File: src/rtl/aes256_inv_key_sched_pkg.sv
// Shared widths, FSM encoding, rcon lookup and GF(2^8) helpers for the AES-256 inverse key schedule.
// Defining INV_KS_EQINV_EN adds the InvMixColumns helper used for equivalent-inverse-cipher keys.
package aes256_inv_key_sched_pkg;

    localparam int WORD_W = 32;
    localparam int KEY_W  = 256;
    localparam int RK_W   = 128;
    localparam int NWIN   = 8;

    typedef logic [1:0] state_t;
    localparam state_t ST_IDLE = 2'd0;
    localparam state_t ST_OUT  = 2'd1;
    localparam state_t ST_CALC = 2'd2;

    function automatic logic [7:0] rcon(input logic [3:0] idx);
        logic [7:0] r;
        case (idx)
            4'd1:    r = 8'h01;
            4'd2:    r = 8'h02;
            4'd3:    r = 8'h04;
            4'd4:    r = 8'h08;
            4'd5:    r = 8'h10;
            4'd6:    r = 8'h20;
            4'd7:    r = 8'h40;
            default: r = 8'h00;
        endcase
        return r;
    endfunction

    function automatic logic [7:0] xtime(input logic [7:0] a);
        return {a[6:0], 1'b0} ^ (a[7] ? 8'h1b : 8'h00);
    endfunction

    function automatic logic [7:0] gf_mul(input logic [7:0] a, input logic [7:0] b);
        logic [7:0] p;
        logic [7:0] aa;
        p  = '0;
        aa = a;
        for (int i = 0; i < 8; i++) begin
            if (b[i]) p = p ^ aa;
            aa = xtime(aa);
        end
        return p;
    endfunction

`ifdef INV_KS_EQINV_EN
    function automatic logic [31:0] inv_mix_col(input logic [31:0] c);
        logic [7:0] a0, a1, a2, a3;
        {a0, a1, a2, a3} = c;
        return {gf_mul(8'h0e, a0) ^ gf_mul(8'h0b, a1) ^ gf_mul(8'h0d, a2) ^ gf_mul(8'h09, a3),
                gf_mul(8'h09, a0) ^ gf_mul(8'h0e, a1) ^ gf_mul(8'h0b, a2) ^ gf_mul(8'h0d, a3),
                gf_mul(8'h0d, a0) ^ gf_mul(8'h09, a1) ^ gf_mul(8'h0e, a2) ^ gf_mul(8'h0b, a3),
                gf_mul(8'h0b, a0) ^ gf_mul(8'h0d, a1) ^ gf_mul(8'h09, a2) ^ gf_mul(8'h0e, a3)};
    endfunction

    function automatic logic [127:0] inv_mix(input logic [127:0] k);
        return {inv_mix_col(k[127:96]), inv_mix_col(k[95:64]),
                inv_mix_col(k[63:32]),  inv_mix_col(k[31:0])};
    endfunction
`endif

endpackage

File: src/rtl/aes_sbox.sv
// AES forward S-box computed as GF(2^8) inverse (x^254) followed by the affine transform.
module aes_sbox
    import aes256_inv_key_sched_pkg::*;
(
    input  logic [7:0] din,
    output logic [7:0] dout
);

    logic [7:0] x2, x3, x6, x12, x15, x240, inv;

    always_comb begin
        x2   = gf_mul(din, din);
        x3   = gf_mul(x2, din);
        x6   = gf_mul(x3, x3);
        x12  = gf_mul(x6, x6);
        x15  = gf_mul(x12, x3);
        x240 = gf_mul(x15, x15);
        x240 = gf_mul(x240, x240);
        x240 = gf_mul(x240, x240);
        x240 = gf_mul(x240, x240);
        // 240 + 12 + 2 = 254; zero maps to zero as required
        inv  = gf_mul(gf_mul(x240, x12), x2);
        dout = inv ^ {inv[6:0], inv[7]} ^ {inv[5:0], inv[7:6]}
                   ^ {inv[4:0], inv[7:5]} ^ {inv[3:0], inv[7:4]} ^ 8'h63;
    end

endmodule

File: src/rtl/aes256_inv_key_sched.sv
// AES-256 inverse key schedule: streams round keys 14..0 from the last eight expanded words.
// Optional INV_KS_EQINV_EN emits InvMixColumns'd keys for rounds 1..13 (equivalent inverse cipher).
module aes256_inv_key_sched
    import aes256_inv_key_sched_pkg::*;
(
    input  logic              clk,
    input  logic              rst_n,
    input  logic              start,
    input  logic [KEY_W-1:0]  key_in,
    input  logic              rk_ready,
    output logic              rk_valid,
    output logic [RK_W-1:0]   rk,
    output logic [3:0]        rk_idx,
    output logic              busy,
    output logic              done
);

    state_t            state;
    logic [WORD_W-1:0] win [NWIN];
    logic [3:0]        idx;
    logic              done_q;
    logic              hs;
    logic [WORD_W-1:0] sub_in, sub_out, t0;
    logic [WORD_W-1:0] new_w [4];
    logic [3:0]        rc_idx;
    logic [RK_W-1:0]   raw_rk;

    // Handshake: rk/rk_idx transfer on a rising edge where rk_valid & rk_ready; while
    // rk_valid is high and rk_ready low, rk, rk_idx and rk_valid hold unchanged.
    assign rk_valid = (state == ST_OUT);
    assign hs       = rk_valid & rk_ready;
    assign busy     = (state != ST_IDLE);
    assign done     = done_q;
    assign rk_idx   = idx;

    // Producing round m = idx-1: even m (odd idx) takes RotWord plus rcon, odd m SubWord only
    assign sub_in = idx[0] ? {win[3][23:0], win[3][31:24]} : win[3];

    for (genvar g = 0; g < 4; g++) begin : g_sbox
        aes_sbox u_sbox (
            .din  (sub_in[8*g +: 8]),
            .dout (sub_out[8*g +: 8])
        );
    end

    assign rc_idx   = ((idx - 4'd1) >> 1) + 4'd1;
    assign t0       = sub_out ^ (idx[0] ? {rcon(rc_idx), 24'h0} : 32'h0);
    assign new_w[0] = win[4] ^ t0;
    assign new_w[1] = win[5] ^ win[4];
    assign new_w[2] = win[6] ^ win[5];
    assign new_w[3] = win[7] ^ win[6];

    assign raw_rk = (idx == 4'd14) ? {win[4], win[5], win[6], win[7]}
                                   : {win[0], win[1], win[2], win[3]};

`ifdef INV_KS_EQINV_EN
    assign rk = (idx != 4'd0 && idx != 4'd14) ? inv_mix(raw_rk) : raw_rk;
`else
    assign rk = raw_rk;
`endif

    always_ff @(posedge clk) begin
        if (!rst_n) begin
            state  <= ST_IDLE;
            idx    <= '0;
            done_q <= 1'b0;
            for (int i = 0; i < NWIN; i++) win[i] <= '0;
        end else begin
            done_q <= 1'b0;
            case (state)
                ST_IDLE: begin
                    if (start) begin
                        state <= ST_OUT;
                        idx   <= 4'd14;
                        for (int i = 0; i < NWIN; i++)
                            win[i] <= key_in[KEY_W-1-WORD_W*i -: WORD_W];
                    end
                end
                ST_OUT: begin
                    if (hs) begin
                        if (idx == 4'd14) begin
                            idx <= 4'd13;
                        end else if (idx == 4'd0) begin
                            state  <= ST_IDLE;
                            done_q <= 1'b1;
                        end else begin
                            state <= ST_CALC;
                        end
                    end
                end
                ST_CALC: begin
                    for (int i = 0; i < 4; i++) begin
                        win[i]   <= new_w[i];
                        win[i+4] <= win[i];
                    end
                    idx   <= idx - 4'd1;
                    state <= ST_OUT;
                end
                default: state <= ST_IDLE;
            endcase
        end
    end

endmodule
File: config.mk
export PLATFORM = sky130hd
export DESIGN_NAME = aes256_inv_key_sched
export DESIGN_NICKNAME = d
export VERILOG_FILES = /design/src/rtl/aes256_inv_key_sched_pkg.sv /design/src/rtl/aes_sbox.sv /design/src/rtl/aes256_inv_key_sched.sv
export SDC_FILE = /design/constraint.sdc
export NUM_CORES = 2
export LEC_CHECK = 0
export ABC_AREA = 0
export CAP_MARGIN = 25
export CORE_AREA = 2 2 376 378
export DETAILED_ROUTE_END_ITERATION = 10
export DIE_AREA = 0 0 378 380
export PLACE_DENSITY = 0.69
export SLEW_MARGIN = 20
export SYNTH_ARGS = -nofsm -noshare
export SYNTH_HDL_FRONTEND = slang
export SYNTH_SLANG_ARGS = --single-unit
export TNS_END_PERCENT = 10
File: constraint.sdc
create_clock -name clk -period 21.5 [get_ports clk]
set_input_delay 5.375 -clock clk [delete_from_list [all_inputs] [get_ports clk]]
set_output_delay 5.375 -clock clk [all_outputs]
set_load 0.02 [all_outputs]
==> impl_metrics.tcl <==
set metrics [dict create \
    dp_hpwl_um 160000 \
    area_growth_pct 12.6 \
    seq_area_mm2 0.00783 \
    top_layer_used "met5" \
    drtIter0Drc 6092 \
    hp-start "win[0][39]$_DFFE_PP_" \
    fin_nets 7872 \
    multi_input_area_mm2 0.0527 \
    clk_latency_ns 0.62 \
    grt_max_degree 73 \
    setup_violations 0 \
    track_usage_pct 27.9 \
    final_common_cell "xnor2_1" \
    detail_route.wl_per_cell_um 22.1 \
    die_h_um 380 \
    critPathArrivalTime_ns 20.88 \
    rrSetupSlack_ns 1.05 \
    max_stage_delay_ns 0.70 \
    cts_root_buf "clkbuf_16" \
    htree_levels 1 \
    clkTransAtPathRegs_ns 0.07 \
    wl_met2_um 96800 \
    coreArea_mm2 0.139 \
    syn-num-nets 7623 \
    ys_warn_count 0 \
    crit_path_end_kind "flop" \
    critPathLaunch "win[1][32]$_DFFE_PP_" \
    drc 0 \
    synth_ff_type "edfxtp_1" \
    regToRegStartpoint "win[1][32]$_DFFE_PP_" \
    worstMarginPinSlew_ns 1.18 \
    antenna_found_initial 22 \
    cts_tree "built" \
    grt_pass1_wl_um 321000 \
    slew_headroom_pct 20.4 \
    io_pins 395 \
    r2r_cells 65 \
    dieArea_mm2 0.144 \
    layout-drive-gt1-share_pct 12.3 \
    antenna_left 0 \
    min_to "win[2][39]$_DFFE_PP_" \
    final_area_mm2 0.0704 \
    initial_core_util_pct 44.9 \
    dieWidth_um 378 \
    postSynthCellCount 7327 \
    r2r-end "win[0][6]$_DFFE_PP_" \
    fillers 13100 \
    min_period_over_period_pct 95.1 \
    crit_required_ns 21.93 \
    max_freq_mhz 48.9 \
    wl_um 210000 \
    crit_path_start_kind "flop" \
    overflow 0 \
    dpl_cell_area_mm2 0.0688 \
    synth.avg_cell_area_um2 8.54 \
    wl_met3_um 17400 \
    wirelength_met1_um 88900 \
    drv_slew 0 \
    final_cell_mix "1231 x xnor2_1, 811 x nor2_1, 708 x nand2_1" \
    finalHoldViolCount 0 \
    synth.cell_area_mm2 0.0625 \
    clkSinkCount 263 \
    cts.path.max_buffers 3 \
    status "completed" \
    viasPerCell 6.01 \
    setup_tns_ns 0 \
    synth_cell_types 144 \
    synthArstFlopShare_pct 0 \
    crit_slowest_cell "xnor3_4" \
    synth_enable_flop_cells 256 \
    hold_class "reg2reg" \
    grt_pass1_vias 53700 \
    skew_ns 0.0546 \
    vias 57000 \
    worstHoldPathCells 1 \
    cts_made_buffers 29 \
    criticalPathCategory "reg2reg" \
    seq_area_frac_synth_pct 12.5 \
    gp_congestion 0.980 \
    ys_ff_latch 263 \
    portBuffers 394 \
    min_period_ns 20.45 \
    firstDrtPassIters 9 \
    cp_max_fo 20 \
    fp-row-count 137 \
    cap_violations 0 \
    rsz0062_at_grt "yes" \
]
==> through the flow <==
step                setup slack (ns)  cells  hold slack [ns]  util (%)
floorplan                       1.35   7327            0.531         -
global placement              -0.290   9398            0.540      49.4
detailed placement            -0.535   9399            0.551      49.4
CTS                           0.0286   9449            0.554      50.1
global route                 -0.0516   9487            0.584      50.6
finish                          1.05   9488            0.559      50.6
==> worst max-delay path: cells and delay by family (launching register included) <==
kind | cells | cell delay [ns]
AO/OA/AOI/OAI | 14 | 3.90
XOR/XNOR | 28 | 10.01
adder cells (fa/ha/maj) | 2 | 0.93
buffers and inverters | 7 | 1.73
flip-flops | 1 | 0.64
multiplexers | 2 | 0.38
AND/OR/NAND/NOR | 12 | 2.64
==> state kept, by name, summed over array words and instances, names as in the netlist <==
signal  cells
win       256
rk_idx      4
state       2
done        1
==> area by class of cell <==
class                           count  area share, %
Multi-Input combinational cell   6479           74.8
Sequential cell                   263           11.1
Timing Repair Buffer              694           8.81
Inverter                          109          0.588
Clock inverter                     17          0.240
Clock buffer                       33           1.05
Tap cell                         1876           3.33
Antenna cell                       17         0.0604
==> metal layers <==
metal	up-vias	track usage [%]
li1	26400	-
met3	344	3.66
met5	-	0
met4	2	7.95
met2	2452	44.9
met1	27800	38.9
==> logic make-up after synthesis <==
family                   count (synthesis)  share of synthesized area (%)
AO/OA/AOI/OAI                         1427                           15.8
XOR/XNOR                              2149                           40.7
multiplexers                           487                           8.44
flip-flops                             263                           12.5
buffers and inverters                  585                           4.29
adder cells (fa/ha/maj)                 36                          0.720
AND/OR/NAND/NOR                       2380                           17.5
==> worst max path at each step <==
stage	to	slack, ns	depth (start not counted)
global placement	win[0][0]$_DFFE_PP_	-0.29	61
finish	win[0][6]$_DFFE_PP_	1.05	65
global route	win[0][30]$_DFFE_PP_	-0.05	70
detailed placement	win[0][0]$_DFFE_PP_	-0.54	61
CTS	win[0][6]$_DFFE_PP_	0.03	62
floorplan	win[0][28]$_DFFE_PP_	1.35	83
==> synth_stat cells, types with 35 or more instances <==
cell type	count	area share [%]
nand3_1	184	1.5
xor2_1	350	4.9
clkbuf_1	250	1.5
buf_4	36	0.43
a22oi_1	35	0.42
a22o_1	71	0.99
xnor2_1	1265	18
nor2_1	811	4.9
nand2b_1	66	0.66
a21oi_1	230	1.8
xnor3_1	316	11
o22ai_1	94	0.94
and2_1	68	0.68
xor3_1	45	1.7
nor3_1	145	1.2
nor2b_1	109	1.1
xnor2_2	99	2.6
ha_1	36	0.72
and3_1	50	0.50
mux2i_1	281	4.5
xor2_2	41	1.1
a31oi_1	62	0.62
edfxtp_1	256	12
o21ai_0	301	2.4
o211ai_1	54	0.65
buf_2	138	1.1
a211oi_1	59	0.71
nand2_1	710	4.3
mux2_2	179	3.2
inv_1	84	0.50
o21ai_1	71	0.57
or3_1	49	0.49
==> timing repair <==
item / in CTS / in global routing
pin swaps: 0 / 6
hold buffers: 0 / 0
setup endpoints to repair: 10 / 32
gates resized for setup: 9 / 81
setup buffers: 0 / 19
Power is left out: the tool's default activity adds up to more than one toggle a clock period on the data nets, which glitch-free logic cannot reach.
